===== src/rtl/ocx_tl_vc1_tx_ctl.sv =====
// ocx_tl_vc1_tx_ctl: host-side VC1 command queue with credit-gated issue to the flit framer.
// Command payloads live in an external RAM; only each entry's data-flit count is shadowed here.

module ocx_tl_vc1_credit_ctr #(
    parameter int CREDIT_WIDTH = 7,
    parameter int RET_WIDTH    = 6
) (
    input  logic                    tlx_clk,
    input  logic                    reset_n,
    input  logic                    flush,
    input  logic                    load,
    input  logic [5:0]              load_val,
    input  logic                    ret_valid,
    input  logic [RET_WIDTH-1:0]    ret_amt,
    input  logic [2:0]              consume,
    output logic [CREDIT_WIDTH-1:0] cnt,
    output logic                    sat
);
    localparam int SW = CREDIT_WIDTH + 1;

    logic [SW-1:0] sum;

    // Consumption never exceeds the pre-update count, so only overflow is possible.
    always_comb begin
        sum = {1'b0, cnt};
        if (ret_valid) sum = sum + SW'(ret_amt);
        sum = sum - SW'(consume);
    end

    assign sat = ~flush & ~load & sum[CREDIT_WIDTH];

    always_ff @(posedge tlx_clk or negedge reset_n) begin
        if (!reset_n)              cnt <= '0;
        else if (flush)            cnt <= '0;
        else if (load)             cnt <= CREDIT_WIDTH'(load_val);
        else if (sum[CREDIT_WIDTH]) cnt <= '1;
        else                       cnt <= sum[CREDIT_WIDTH-1:0];
    end
endmodule

module ocx_tl_vc1_tx_ctl #(
    parameter int addr_width   = 6,
    parameter int DATA_WIDTH   = 56,
    parameter int CREDIT_WIDTH = 7
) (
    input  logic                    tlx_clk,
    input  logic                    reset_n,
    input  logic                    cmd_valid,
    input  logic [DATA_WIDTH-1:0]   cmd_info,
    input  logic [1:0]              cmd_dflit_cnt,
    output logic                    cmd_ready,
    output logic                    wr_ena,
    output logic [addr_width-1:0]   wr_addr,
    output logic [DATA_WIDTH-1:0]   wr_data,
    output logic                    rd_ena,
    output logic [addr_width-1:0]   rd_addr,
    input  logic                    tx_ready,
    output logic                    tx_cmd_valid,
    output logic [1:0]              tx_dflit_cnt,
    input  logic                    credit_init_load,
    input  logic [5:0]              tlx_vc1_initial_credit,
    input  logic [5:0]              tlx_dcp1_initial_credit,
    input  logic                    credit_return_valid,
    input  logic [3:0]              credit_return_vc1,
    input  logic [5:0]              credit_return_dcp1,
    input  logic                    tx_flush,
    output logic [CREDIT_WIDTH-1:0] vc1_credit_cnt,
    output logic [CREDIT_WIDTH-1:0] dcp1_credit_cnt,
    output logic                    fifo_empty,
    output logic                    credit_overflow_err
);
    localparam int DEPTH = 1 << addr_width;

    logic [addr_width:0] wr_ptr;
    logic [addr_width:0] rd_ptr;
    logic [1:0]          dflit_shadow [DEPTH];
    logic                full;
    logic                credit_init_done;
    logic [1:0]          head_code;
    logic [2:0]          head_flits;
    logic [2:0]          dcp1_consume;
    logic                vc1_sat;
    logic                dcp1_sat;

    assign full       = (wr_ptr[addr_width-1:0] == rd_ptr[addr_width-1:0]) &
                        (wr_ptr[addr_width] != rd_ptr[addr_width]);
    assign fifo_empty = (wr_ptr == rd_ptr);
    assign cmd_ready  = ~full;

    // A push that coincides with a flush is dropped along with the queue contents.
    assign wr_ena  = cmd_valid & cmd_ready & ~tx_flush;
    assign wr_addr = wr_ptr[addr_width-1:0];
    assign wr_data = cmd_info;
    assign rd_addr = rd_ptr[addr_width-1:0];

    assign head_code  = dflit_shadow[rd_addr];
    assign head_flits = (head_code == 2'b11) ? 3'd4 : {1'b0, head_code};

    assign rd_ena = ~fifo_empty & credit_init_done & tx_ready &
                    (vc1_credit_cnt != '0) &
                    (dcp1_credit_cnt >= CREDIT_WIDTH'(head_flits)) & ~tx_flush;

    assign dcp1_consume = rd_ena ? head_flits : 3'd0;

    always_ff @(posedge tlx_clk) begin
        if (wr_ena) dflit_shadow[wr_addr] <= cmd_dflit_cnt;
    end

    always_ff @(posedge tlx_clk or negedge reset_n) begin
        if (!reset_n) begin
            wr_ptr <= '0;
            rd_ptr <= '0;
        end else if (tx_flush) begin
            wr_ptr <= '0;
            rd_ptr <= '0;
        end else begin
            if (wr_ena) wr_ptr <= wr_ptr + 1'b1;
            if (rd_ena) rd_ptr <= rd_ptr + 1'b1;
        end
    end

    always_ff @(posedge tlx_clk or negedge reset_n) begin
        if (!reset_n)              credit_init_done <= 1'b0;
        else if (tx_flush)         credit_init_done <= 1'b0;
        else if (credit_init_load) credit_init_done <= 1'b1;
    end

    // Matches the one-cycle RAM read latency; a read launched before a flush still completes.
    always_ff @(posedge tlx_clk or negedge reset_n) begin
        if (!reset_n) begin
            tx_cmd_valid <= 1'b0;
            tx_dflit_cnt <= 2'b00;
        end else begin
            tx_cmd_valid <= rd_ena;
            tx_dflit_cnt <= rd_ena ? head_code : 2'b00;
        end
    end

    ocx_tl_vc1_credit_ctr #(
        .CREDIT_WIDTH (CREDIT_WIDTH),
        .RET_WIDTH    (4)
    ) u_vc1_ctr (
        .tlx_clk   (tlx_clk),
        .reset_n   (reset_n),
        .flush     (tx_flush),
        .load      (credit_init_load),
        .load_val  (tlx_vc1_initial_credit),
        .ret_valid (credit_return_valid),
        .ret_amt   (credit_return_vc1),
        .consume   ({2'b00, rd_ena}),
        .cnt       (vc1_credit_cnt),
        .sat       (vc1_sat)
    );

    ocx_tl_vc1_credit_ctr #(
        .CREDIT_WIDTH (CREDIT_WIDTH),
        .RET_WIDTH    (6)
    ) u_dcp1_ctr (
        .tlx_clk   (tlx_clk),
        .reset_n   (reset_n),
        .flush     (tx_flush),
        .load      (credit_init_load),
        .load_val  (tlx_dcp1_initial_credit),
        .ret_valid (credit_return_valid),
        .ret_amt   (credit_return_dcp1),
        .consume   (dcp1_consume),
        .cnt       (dcp1_credit_cnt),
        .sat       (dcp1_sat)
    );

    always_ff @(posedge tlx_clk or negedge reset_n) begin
        if (!reset_n)                credit_overflow_err <= 1'b0;
        else if (vc1_sat | dcp1_sat) credit_overflow_err <= 1'b1;
    end
endmodule

===== config.mk =====
export PLATFORM = sky130hd
export DESIGN_NAME = ocx_tl_vc1_tx_ctl
export DESIGN_NICKNAME = d
export VERILOG_FILES = /design/src/rtl/ocx_tl_vc1_tx_ctl.sv
export SDC_FILE = /design/constraint.sdc
export NUM_CORES = 1
export LEC_CHECK = 0
export CORE_MARGIN = 2
export CORE_UTILIZATION = 44
export DETAILED_ROUTE_END_ITERATION = 16
export PLACE_DENSITY = 0.77
export SYNTH_ARGS = -nofsm -noshare
export SYNTH_HDL_FRONTEND = slang
export SYNTH_SLANG_ARGS = --single-unit

===== constraint.sdc =====
create_clock -name tlx_clk -period 12.7 [get_ports tlx_clk]
set_input_delay 2.54 -clock tlx_clk [delete_from_list [all_inputs] [get_ports tlx_clk]]
set_output_delay 2.54 -clock tlx_clk [all_outputs]
set_load 0.02 [all_outputs]

==> flow_metrics.tcl <==
set metrics [dict create \
    outcome "completed" \
    fin_crit_ns 7.273 \
    start_kind "flip-flop" \
    preCtsSetupSlack_ns 5.628 \
    routed_wl_mm 17.98 \
    clkSinkCount 161 \
    timing.hold.ws_ns 0.4849 \
    max_freq_mhz 137.5 \
    vias_per_cell 5.553 \
    ios 177 \
    syn_avg_cell_area_um2 12.77 \
    clock_latency_ns 0.43 \
    cts_setup_buffers 0 \
    ant_nets 0 \
    dieArea_um2 20550 \
    final_hold_viol_count 0 \
    finalSetupTns_ns 0 \
    hold_buffers 0 \
    critPathSlowestCell "clkdlybuf4s50_1" \
    critPathLaunch "rd_ptr[0]" \
    skew_ns 0.006091 \
    yosys.area.top_type_share_pct 44.98 \
    gp_congestion 0.8417 \
    synth_area_leader_cell "edfxtp_1" \
    fin_ws_ns 5.427 \
    path_buf_inv 3 \
    ys_seq_area_share_pct 54.65 \
    finalPower_uw 1239 \
    hp-start "credit_overflow_err" \
    p_leak_uw 0.003179 \
    area_growth_pct 10.76 \
    placementRows 50 \
    antenna_found_initial 0 \
    netlist_area_um2 8544 \
    path_class "flip-flop to output pin" \
    ys_top_cells_by_area "edfxtp_1 45%, dfrtp_1 9.7%, mux4_2 6.9%" \
    cts.htree.levels 4 \
    rsz0062_at_grt "no" \
    grt_pass1_vias 5165 \
    cellPowerDensity_nw_per_um2 130.9 \
    top_usage_layer "met2" \
    die_w_um 143.4 \
    synth_ff_type "edfxtp_1" \
    route.detailed.drc 0 \
    end_kind "output pin" \
    synth_edf_count 128 \
    fp.dieH_um 143.4 \
    final_util_pct 50.09 \
    cts_buffers 17 \
    critical_path_peak_fanout 27 \
    synth_warnings 0 \
    drive_gt1_share_pct 10.73 \
    syn_nets 779 \
    peakVddDrop_uv 96.83 \
    async_reset_ff_share_pct 20.50 \
    dp_hpwl_mm 11.98 \
    hold_path.class "flip-flop to flip-flop" \
    ff2ff_setup_slack_ns 6.98 \
    worst_pin_slew_ns 1.065 \
    grt_pass1_wl_mm 28.37 \
    setup-violations-final 0 \
    cts.path.max_buffers 2 \
    synth_cells 669 \
    grt.overflow.total 0 \
    globalRouteMet3Util_pct 4.698 \
    drv_cap 0 \
    initial_core_util_pct 45.23 \
    slew_violations 0 \
    io_buffers 64 \
    yosysMostFrequentCell "edfxtp_1" \
    num_vias 5170 \
    cp_data_arrival_time_ns 4.73 \
    cts.clk_slew.worst_paths_ns 0.06 \
    met2_usage_pct 30.12 \
    period_share_pct 57.26 \
    cts_tree "done" \
    regToRegStartpoint "rd_ptr[0]" \
    grt_max_degree 65 \
    root_buffer "clkbuf_16" \
    firstDrtPassIters 5 \
    nNetsFinal 769 \
    timing.slew.headroom_pct 28.97 \
    critPathMaxStageDelay_ns 0.64 \
    routedWlPerCell_um 19.31 \
    ys_top_cells_by_count "128 x edfxtp_1, 97 x nor2_1, 69 x buf_4, 33 x dfrtp_1, 26 x mux4_2" \
    core_area_um2 18890 \
    antenna_cells 0 \
    drtIter0Drc 443 \
    grt_use_total_pct 18.45 \
    ys_types 58 \
    crit_path_cell_trace "buf_4 -> mux4_1 -> mux4_2 -> mux2_4 -> o22ai_2 -> ha_1 -> nand2b_1 -> a21oi_1 -> o211ai_1 -> nand4_1 -> inv_1 -> clkdlybuf4s50_1" \
    synth_seq_cells 161 \
    ctsResizeCount 0 \
    use_met1_pct 23.93 \
    worstPathRequired_ns 10.16 \
    crit_family "multiplexers" \
]
## flip-flops by register name, summed over array words and instances (netlist names), 2 cells and up
register        flops
tx_dflit_cnt        2
rd_ptr              7
dflit_shadow      128
u_dcp1_ctr.cnt      7
u_vc1_ctr.cnt       7
wr_ptr              7
## per-layer routing
metal / vias up / wire length, µm
li1: 2394 / -
met1: 2546 / 7638
met2: 201 / 8662
met3: 29 / 1317
met4: 0 / 359
met5: - / 0
## cells by family (layout without fill, tap and decap cells)
logic type               count (synthesis)  in the layout  share of synthesized area (%)
AND/OR/NAND/NOR                        197            197                          11.14
AO/OA/AOI/OAI                           78             78                          6.019
adder cells (fa/ha/maj)                 23             23                          3.632
multiplexers                            58             58                          12.61
buffers and inverters                  120            122                          8.669
flip-flops                             161            161                          54.65
XOR/XNOR                                32             32                          3.280
## final timing paths
kind,end,cells past startpoint
min in group asynchronous,u_vc1_ctr.cnt[1],2
worst min register to register,credit_overflow_err,1
max in group asynchronous,rd_ptr[0],2
worst max register to register,u_dcp1_ctr.cnt[6],19
worst max-delay path,rd_ena,12
worst min-delay path,credit_overflow_err,1
## cell type report
type,count,area [µm²]
Sequential cell,161,4671
Tap cell,260,325.3
Fill cell,1613,9429
Multi-Input combinational cell,388,3134
Inverter,20,75.07
Timing Repair Buffer,71,683.2
Clock inverter,11,138.9
Clock buffer,20,436.7
## through the flow
| step | std cells | cell area (µm²) |
|---|---|---|
| 2_1_floorplan | 669 | 8544 |
| 3_3_place_gp | 900 | 8889 |
| 3_5_place_dp | 900 | 8889 |
| 4_1_cts | 931 | 9464 |
| 5_1_grt | 931 | 9464 |
| 6_report | 931 | 9464 |
## cells in the final DEF, fill, tap and decap left out, drive strengths merged, types with 7 or more instances in the layout
cell type / count
edfxtp: 128
nor2: 97
clkdlybuf4s50: 62
mux4: 36
dfrtp: 33
a21oi: 22
xnor2: 21
inv: 21
nand2: 20
ha: 20
clkbuf: 20
mux2i: 18
o21ai: 15
nand3: 13
xor2: 11
nand3b: 10
buf: 9
nor3: 8
nand4: 8
nand2b: 8
a31oi: 8
or3: 7
## report_power, final
part	total (µW)	switching [µW]	internal (µW)	leakage [µW]
clock network	503	197	306	0.000281
logic	148	80.7	66.9	0.00131
registers	588	9.90	578	0.00159
total	1240	288	951	0.00318
No activity file was read; power rests on OpenSTA's default activity.
